==> config.mk <==
export PLATFORM = sky130hd
export DESIGN_NAME = systemizer_mem_host_flat
export DESIGN_NICKNAME = d
export VERILOG_FILES = /design/src/rtl/systemizer_mem_host_if.sv /design/src/rtl/systemizer_mem_host.sv /design/src/flat_wrapper.sv
export SDC_FILE = /design/constraint.sdc
export NUM_CORES = 1
export LEC_CHECK = 0
export ABC_CLOCK_PERIOD_IN_PS = 3200
export BUFFER_PORTS_ARGS = -buffer_cell sky130_fd_sc_hd__buf_2
export CORE_MARGIN = 3
export CORE_UTILIZATION = 56
export DETAILED_ROUTE_END_ITERATION = 10
export GPL_TIMING_DRIVEN = 0
export PLACE_DENSITY = 0.73
export SETUP_SLACK_MARGIN = 0.15
export SYNTH_ARGS = -nofsm -noshare
export SYNTH_HDL_FRONTEND = slang
export SYNTH_SLANG_ARGS = --single-unit
==> constraint.sdc <==
create_clock -name clk -period 3.2 [get_ports clk]
set_clock_uncertainty 0.1 [all_clocks]
set_input_delay 0.64 -clock clk [delete_from_list [all_inputs] [get_ports clk]]
set_output_delay 0.64 -clock clk [all_outputs]
set_load 0.005 [all_outputs]
==> src/rtl/systemizer_mem_host_if.sv <==
// systemizer_mem_host_if: host load/unload streams, core RAM port and core run handshake.
interface systemizer_mem_host_if #(parameter int W = 8, parameter int AW = 5);
  logic [W-1:0] host_data;
  logic host_valid;
  logic host_ready;
  logic [W-1:0] out_data;
  logic out_valid;
  logic out_ready;
  logic sys_start;
  logic sys_done;
  logic sys_success;
  logic sys_fail;
  logic rd_en;
  logic [AW-1:0] rd_addr;
  logic [W-1:0] data_out;
  logic wr_en;
  logic [AW-1:0] wr_addr;
  logic [W-1:0] data_in;
  modport master (
    output host_data, host_valid, out_ready, sys_done, sys_success, sys_fail,
           rd_en, rd_addr, wr_en, wr_addr, data_in,
    input  host_ready, out_data, out_valid, sys_start, data_out
  );
  modport slave (
    input  host_data, host_valid, out_ready, sys_done, sys_success, sys_fail,
           rd_en, rd_addr, wr_en, wr_addr, data_in,
    output host_ready, out_data, out_valid, sys_start, data_out
  );
endinterface

==> src/rtl/systemizer_mem_host.sv <==
// systemizer_mem_host: matrix RAM for the systemizer core plus host load/start/unload sequencing.
module systemizer_mem_host #(
  parameter int L = 8,
  parameter int K = 16,
  parameter int M = 3,
  parameter int BLOCK = 4
) (
  input  logic clk,
  input  logic rst,
  input  logic cmd_load,
  output logic busy,
  output logic result_valid,
  output logic result_success,
  output logic result_fail,
  systemizer_mem_host_if.slave bus
);
  localparam int SW = $clog2(M);
  localparam int W = BLOCK * SW;
  localparam int DEPTH = (L * K) / BLOCK;
  localparam int AW = $clog2(DEPTH);
  localparam logic [AW:0] DEP = (AW + 1)'(DEPTH);
  localparam logic [AW:0] LAST = (AW + 1)'(DEPTH - 1);
  typedef enum logic [2:0] {IDLE, LOAD, RUN, WAIT, UNLOAD} state_t;
  state_t state;
  logic [AW:0] cnt;
  logic [W-1:0] mem [DEPTH];
  logic [W-1:0] out_data, data_out, wdata;
  logic [AW-1:0] waddr;
  logic out_valid, we;
  assign bus.host_ready = state == LOAD;
  assign bus.sys_start = state == RUN;
  assign bus.out_data = out_data;
  assign bus.out_valid = out_valid;
  assign bus.data_out = data_out;
  assign busy = state != IDLE;
  // one write port shared by the host load and the core
  always_comb begin
    we = (state == LOAD && bus.host_valid) ||
         (state == WAIT && bus.wr_en && {1'b0, bus.wr_addr} < DEP);
    waddr = state == LOAD ? cnt[AW-1:0] : bus.wr_addr;
    wdata = state == LOAD ? bus.host_data : bus.data_in;
  end
  always_ff @(posedge clk)
    if (we) mem[waddr] <= wdata;
  always_ff @(posedge clk or posedge rst) begin
    if (rst) begin
      state <= IDLE;
      cnt <= '0;
      out_data <= '0;
      out_valid <= 1'b0;
      data_out <= '0;
      result_valid <= 1'b0;
      result_success <= 1'b0;
      result_fail <= 1'b0;
    end else begin
      if (state == WAIT && bus.rd_en)
        data_out <= {1'b0, bus.rd_addr} < DEP ? mem[bus.rd_addr] : '0;
      case (state)
        IDLE: if (cmd_load) begin
          state <= LOAD;
          cnt <= '0;
          result_valid <= 1'b0;
          result_success <= 1'b0;
          result_fail <= 1'b0;
        end
        LOAD: if (bus.host_valid) begin
          cnt <= cnt + 1'b1;
          if (cnt == LAST) state <= RUN;
        end
        RUN: state <= WAIT;
        WAIT: if (bus.sys_done) begin
          state <= UNLOAD;
          cnt <= '0;
          result_valid <= 1'b1;
          result_success <= bus.sys_success;
          result_fail <= bus.sys_fail;
        end
        // cnt runs one word ahead of out_data: it is the prefetch address
        UNLOAD: if (!out_valid || bus.out_ready) begin
          if (out_valid && cnt == DEP) begin
            out_valid <= 1'b0;
            state <= IDLE;
          end else begin
            out_data <= mem[cnt[AW-1:0]];
            out_valid <= 1'b1;
            cnt <= cnt + 1'b1;
          end
        end
        default: state <= IDLE;
      endcase
    end
  end
endmodule

==> src/flat_wrapper.sv <==
// flat-port wrapper written by rule: the top's interface ports become plain ports
module systemizer_mem_host_flat 
#(
  parameter int L = 8,
  parameter int K = 16,
  parameter int M = 3,
  parameter int BLOCK = 4
)
  (clk, rst, cmd_load, busy, result_valid, result_success, result_fail, bus_host_data, bus_host_valid, bus_out_ready, bus_sys_done, bus_sys_success, bus_sys_fail, bus_rd_en, bus_rd_addr, bus_wr_en, bus_wr_addr, bus_data_in, bus_host_ready, bus_out_data, bus_out_valid, bus_sys_start, bus_data_out);
  systemizer_mem_host_if #(.W((8)), .AW((5))) bus_i ();
  input  logic clk;
  input  logic rst;
  input  logic cmd_load;
  output logic busy;
  output logic result_valid;
  output logic result_success;
  output logic result_fail;
  input wire logic [$bits(bus_i.host_data)-1:0] bus_host_data;
  input wire logic [$bits(bus_i.host_valid)-1:0] bus_host_valid;
  input wire logic [$bits(bus_i.out_ready)-1:0] bus_out_ready;
  input wire logic [$bits(bus_i.sys_done)-1:0] bus_sys_done;
  input wire logic [$bits(bus_i.sys_success)-1:0] bus_sys_success;
  input wire logic [$bits(bus_i.sys_fail)-1:0] bus_sys_fail;
  input wire logic [$bits(bus_i.rd_en)-1:0] bus_rd_en;
  input wire logic [$bits(bus_i.rd_addr)-1:0] bus_rd_addr;
  input wire logic [$bits(bus_i.wr_en)-1:0] bus_wr_en;
  input wire logic [$bits(bus_i.wr_addr)-1:0] bus_wr_addr;
  input wire logic [$bits(bus_i.data_in)-1:0] bus_data_in;
  output wire logic [$bits(bus_i.host_ready)-1:0] bus_host_ready;
  output wire logic [$bits(bus_i.out_data)-1:0] bus_out_data;
  output wire logic [$bits(bus_i.out_valid)-1:0] bus_out_valid;
  output wire logic [$bits(bus_i.sys_start)-1:0] bus_sys_start;
  output wire logic [$bits(bus_i.data_out)-1:0] bus_data_out;
  assign bus_i.host_data = bus_host_data;
  assign bus_i.host_valid = bus_host_valid;
  assign bus_i.out_ready = bus_out_ready;
  assign bus_i.sys_done = bus_sys_done;
  assign bus_i.sys_success = bus_sys_success;
  assign bus_i.sys_fail = bus_sys_fail;
  assign bus_i.rd_en = bus_rd_en;
  assign bus_i.rd_addr = bus_rd_addr;
  assign bus_i.wr_en = bus_wr_en;
  assign bus_i.wr_addr = bus_wr_addr;
  assign bus_i.data_in = bus_data_in;
  assign bus_host_ready = bus_i.host_ready;
  assign bus_out_data = bus_i.out_data;
  assign bus_out_valid = bus_i.out_valid;
  assign bus_sys_start = bus_i.sys_start;
  assign bus_data_out = bus_i.data_out;
  systemizer_mem_host #(.L(L), .K(K), .M(M), .BLOCK(BLOCK)) u_core (.clk(clk), .rst(rst), .cmd_load(cmd_load), .busy(busy), .result_valid(result_valid), .result_success(result_success), .result_fail(result_fail), .bus(bus_i));
endmodule
==> results of run 1 <==
per-layer routing:
layer | part of all wire [%] | routed length, um | vias to the layer above
met2 | 45 | 17580 | 577
li1 | - | - | 3730
met1 | 40 | 15640 | 4482
met4 | 4.0 | 1579 | 2
met5 | 0.033 | 13 | -
met3 | 12 | 4527 | 95
power by group:
part / internal [uW] / switching [uW] / leakage (uW)
logic: 1520 / 2150 / 0.00244
clock network: 2090 / 1420 / 0.000485
registers: 4490 / 140 / 0.00268
total: 8090 / 3700 / 0.00561
cell families (layout without fill, tap and decap cells):
group	count (synthesis)	in the layout
flip-flops	285	285
multiplexers	238	238
AND/OR/NAND/NOR	146	146
AO/OA/AOI/OAI	136	136
buffers and inverters	69	185
adder cells (fa/ha/maj)	2	2
flip-flops by register name, indices dropped and copies added, names as in the netlist:
| name | flops |
|---|---|
| u_core.bus.out_valid | 1 |
| u_core.state | 3 |
| u_core.result_valid | 1 |
| u_core.cnt | 6 |
| u_core.bus.data_out | 8 |
| u_core.bus.out_data | 8 |
| u_core.result_success | 1 |
| u_core.mem | 256 |
| u_core.result_fail | 1 |
cell type report:
class                           instances  area (um2)  share of cell area [%]
Multi-Input combinational cell        522        5101                   32.59
Clock buffer                           37       795.8                   5.084
Buffer                                 61       384.1                   2.454
Inverter                                8       30.03                  0.1918
Sequential cell                       285        8413                   53.75
Clock inverter                         17       206.4                   1.319
Tap cell                              319       399.1                   2.550
Timing Repair Buffer                   62       322.8                   2.062
metrics by stage:
step           hold WS [ps]  total power (uW)  util, %  area, um2  std cells
2_1_floorplan         367.3              6985        -      13780        876
3_3_place_gp          369.7              8153    60.72      14470       1252
3_5_place_dp          369.0              8184    60.72      14470       1252
4_1_cts               204.8             11640    65.12      15510       1306
5_1_grt               210.4             12180    65.70      15650       1311
6_report              197.3             11790    65.70      15650       1311
worst max path at each step:
stage	end	slack (ps)	startpoint	cells past startpoint
floorplan	u_core.cnt[0]	710	u_core.cnt[0]	11
finish	u_core.mem[7][6]	90	u_core.cnt[1]	6
detailed placement	u_core.mem[2][6]	-4	u_core.state[1]	6
global route	u_core.mem[24][1]	-7	u_core.state[1]	6
global placement	u_core.mem[3][6]	40	u_core.state[1]	6
CTS	u_core.mem[3][5]	3	u_core.state[1]	6
worst max-delay path, stage by stage (launching register included):
cell	delay [ps]
dfrtp_1	370
buf_4	220
buf_2	330
buf_2	350
mux2_2	220
nand2_1	460
nor2_2	660
cell usage after synthesis, types with 2 or more instances:
| cell | n |
|---|---|
| nor2_1 | 49 |
| ha_1 | 2 |
| nor2b_1 | 6 |
| o22ai_1 | 16 |
| nand3_1 | 14 |
| a221oi_1 | 15 |
| o41ai_1 | 10 |
| buf_4 | 13 |
| and3b_1 | 2 |
| nand2_1 | 40 |
| dfrtp_1 | 29 |
| nor3_1 | 9 |
| nor3b_1 | 3 |
| buf_6 | 4 |
| and2_1 | 3 |
| buf_1 | 6 |
| mux2_2 | 25 |
| edfxtp_1 | 256 |
| nand2b_1 | 5 |
| a21oi_1 | 25 |
| inv_1 | 8 |
| buf_8 | 4 |
| and3_1 | 4 |
| buf_2 | 14 |
| o21ai_0 | 6 |
| nor3_2 | 6 |
| mux2i_1 | 146 |
| mux4_2 | 66 |
| a22o_1 | 17 |
| a21o_1 | 2 |
| a22oi_1 | 33 |
| a31oi_1 | 3 |
| clkbuf_1 | 20 |
timing repair:
item | CTS | global route
gates resized for setup | 18 | 29
setup buffers | 0 | 5
pin swaps | 0 | 2
endpoints found under the setup margin | 157 | 253
==> results.cfg, run 1 <==
[synth]
ys_seq_area_share_pct = 61.05
synth_ff_type = edfxtp_1
synth-adder-area-share_pct = 0.1816
synth_async_sr_flop_share_pct = 10.18
synth_edf_count = 256
yosys.area.top_type_share_pct = 55.78
synth_area_leaders = edfxtp_1 56%, mux4_2 11%, mux2i_1 11%, dfrtp_1 5.3%, mux2_2 2.0%
synth_cells = 876
synth_nets = 914
synthXorXnorAreaFrac_pct = 0
yosys.area.top_type = edfxtp_1
synth_seq_cells = 285
synth_top_family_by_area = multiplexers
yosys.area_share.simple_pct = 5.103
synth_warnings = 0
mappedNetlistArea_mm2 = 0.01378
syn_area_per_cell_um2 = 15.73
synth_compound_area_share_pct = 7.136
synth.distinct_cells = 48
synth_mux_area_share_pct = 23.62

[placement]
dp_hpwl_mm = 27.24
dpl_worst_slack_ps = -3.760
io_buffer_count = 57
gp_congestion = 0.9355

[timing]
relSlewSlack_pct = 15.63
rsz0062_at_grt = yes
layout_min_cycle_time_ps = 3108
setup_violations = 0
finalSetupTns_ps = 0
tightestPinTransition_ps = 1264
layout_setup_ws_ps = 91.57
report.final.slew_viol_count = 0
layout_worst_path_cycle_share_pct = 97.14
fmax_mhz = 321.7
hold_violations = 0

[cells_and_area]
area_growth_syn_to_layout_pct = 13.58
antenna_cells = 0
num-fill-cells = 1689
final_common_cell = edfxtp_1
layout-drive-gt1-share_pct = 28.33
nNetsFinal = 1007
final_cell_mix = 256 x edfxtp_1, 145 x mux2i_1, 69 x buf_2

[pwr]
p_leak_uw = 0.005611
ir_drop_mv = 0.6110
power.density_mw_per_mm2 = 753.5

[min_path]
min_from = bus_sys_fail
min_to = u_core.result_fail
min_path_cells = 3
hold_class = primary input to flip-flop

[floorplan]
die_w_um = 162.9
rows = 56
io_pins = 59
die_area_mm2 = 0.02653
core_mm2 = 0.02382
die_h_um = 162.9
initial_core_util_pct = 57.85

[cts]
ctsHtreeMaxLevel = 1
cts_tree = built
clk_latency_ps = 550
cts-root-buf = clkbuf_16
ctsHoldBuffers = 0
numClockSinks = 285
clk_pin_slew_ps = 70
clk_path_buf_depth = 3
cts_buffers = 29

[global_route]
met1_usage_pct = 42.92
grt_pass1_wl_mm = 56.95
grt_pass1_vias = 8662
grt-busiest-layer = met2
track_usage_pct = 29.83
grtUsageMet2_pct = 44.92
grt_max_degree = 33
grt_antenna_before_repair = 1
met3_usage_pct = 7.096
gr-total-overflow = 0

[setup_path]
path_max_fanout = 10
r2r_setup_slack_ps = 90
criticalPathCategory = flip-flop to flip-flop
arrival_ps = 3190
worstPathRequired_ps = 3280
timing.rr.start = u_core.cnt[1]
r2r_end = u_core.mem[7][6]
reg2reg_depth = 6
crit_path_start_kind = flip-flop
endpoint_kind = flip-flop

[routing]
routed_wl_mm = 39.34
wl_per_cell_um = 30.01
drc = 0
vias = 8886
viasPerCell = 6.778
ant_nets = 0
first_pass_iters = 5
drt_iter0_markers = 1528

[job]
cap_violations = 0

[run_status]
status = complete, no violations
Power figures use the tool's default switching activity.
==> run 2: changes to the inputs <==
==> constraint.sdc (replaced) <==
create_clock -name clk -period 3.2 [get_ports clk]
set_clock_uncertainty 0.1 [all_clocks]
set_input_delay 0.48 -clock clk [delete_from_list [all_inputs] [get_ports clk]]
set_output_delay 0.48 -clock clk [all_outputs]
set_load 0.005 [all_outputs]
==> results.cfg, run 2 (same netlist as run 1, synthesis figures left out) <==
[timing]
fmax_mhz = 318.8
layout_min_cycle_time_ps = 3137
relSlewSlack_pct = 15.97
layout_worst_path_cycle_share_pct = 98.02
rsz0062_at_grt = yes
hold_violations = 0
report.final.slew_viol_count = 0
layout_setup_ws_ps = 63.24
tightestPinTransition_ps = 1259
setup_violations = 0

[job]
cap_violations = 0

[placement]
dp_cells = 1252
gp_congestion = 0.9355
placed_area_mm2 = 0.01447
dpl_worst_slack_ps = -3.760
dp_hpwl_mm = 27.24
io_buffer_count = 57

[setup_path]
path_max_fanout = 10
cp_cell_sequence = buf_4, buf_2, buf_2, mux2_2, nand2_1, nor2_2
endpoint_kind = flip-flop
reg2reg_depth = 6
worstPathRequired_ps = 3280
crit_path_start_kind = flip-flop
critPathSlowestCell = nor2_2
arrival_ps = 3210
criticalPathCategory = flip-flop to flip-flop
slowest_delay_ps = 670
crit_top_cell = buf_2

[routing]
drt_iter0_markers = 1454
first_pass_iters = 6
drc = 0
ant_nets = 0
vias = 8887
viasPerCell = 6.789
wl_per_cell_um = 29.94
routed_wl_mm = 39.20

[global_route]
grt_antenna_before_repair = 1
gr-total-overflow = 0
track_usage_pct = 29.83
grt_max_degree = 33
grt_pass1_vias = 8662
grt_pass1_wl_mm = 56.95

[cells_and_area]
instances_no_fill = 1309
top_register = u_core.mem
area_growth_syn_to_layout_pct = 13.38
final_cell_mix = 256 x edfxtp_1, 145 x mux2i_1, 70 x buf_2
antenna_cells = 0
top_regs = u_core.mem x256, u_core.bus.data_out x8, u_core.bus.out_data x8
final_common_cell = edfxtp_1
layout-drive-gt1-share_pct = 28.18
nNetsFinal = 1005
fin_area_mm2 = 0.01563
largest_reg_flops = 256

[floorplan]
die_h_um = 162.9
io_pins = 59
core_mm2 = 0.02382
die_w_um = 162.9
initial_core_util_pct = 57.85
die_area_mm2 = 0.02653
rows = 56

[cts]
cts_buffers = 29
ctsHoldBuffers = 0
cts-root-buf = clkbuf_16
clk_pin_slew_ps = 70
clk_latency_ps = 550
cts_tree = built
clk_path_buf_depth = 3
numClockSinks = 285
ctsHtreeMaxLevel = 1

[pwr]
power.density_mw_per_mm2 = 753.7
ir_drop_mv = 0.6076
p_leak_uw = 0.005600
p_total_uw = 11780

[min_path]
hold_class = primary input to flip-flop
min_path_cells = 3

[run_status]
status = complete, no violations
run 2: cell count changes in the layout (fill, tap and decap cells not counted), sizes merged:
| cell | change |
|---|---|
| clkbuf | -1 |
| buf | -1 |
run 2: layout make-up:
class	instances	area (um2)
repair buffers	60	307.8
clock buffers	37	795.8
flip-flops and latches	285	8413
fillers	1691	8198
inverters	8	30.03
clock inverters	17	206.4
plain buffers	61	381.6
well taps	319	399.1
multi-input cells	522	5091
run 2: metrics by stage:
step	TNS [ps]	hold WS (ps)	util (%)
3_3_place_gp	0	369.7	60.72
2_1_floorplan	0	367.3	-
5_1_grt	-1220	50.36	65.59
4_1_cts	0	44.85	65.12
6_report	0	48.32	65.59
3_5_place_dp	-24.44	369.0	60.72
run 2: worst paths after layout:
kind	slack (ps)	endpoint	start
setup reg to reg	60	u_core.mem[15][5]	u_core.cnt[1]
hold reg to reg	390	u_core.bus.data_out[6]	u_core.bus.data_out[6]
setup / recovery	60	u_core.mem[15][5]	u_core.cnt[1]
max in group asynchronous	2080	u_core.bus.data_out[4]	rst
hold / removal	50	u_core.result_fail	bus_sys_fail
min in group asynchronous	170	u_core.bus.out_data[5]	rst
run 2: layer usage:
layer	wire (um)	GRT usage, %	vias to the layer above
met3	4608	7.096	96
met1	15420	42.92	4458
met2	17450	44.92	607
met4	1700	11.07	2
met5	13	0	-
li1	-	-	3724
run 2: repair_timing:
item,CTS,global route
endpoints found under the setup margin,157,252
pin swaps,0,1
resized for setup,18,26
setup buffers,0,3
run 2: where the power goes:
part           leakage, uW  internal (uW)  switching [uW]
registers          0.00268           4490             140
clock network     0.000485           2090            1410
logic              0.00243           1510            2140
run 2: worst max-delay path, delay by kind of cell, from the launching register on:
family	cells	cell delay, ps
AND/OR/NAND/NOR	2	1150
buffers and inverters	3	910
flip-flops	1	360
multiplexers	1	220
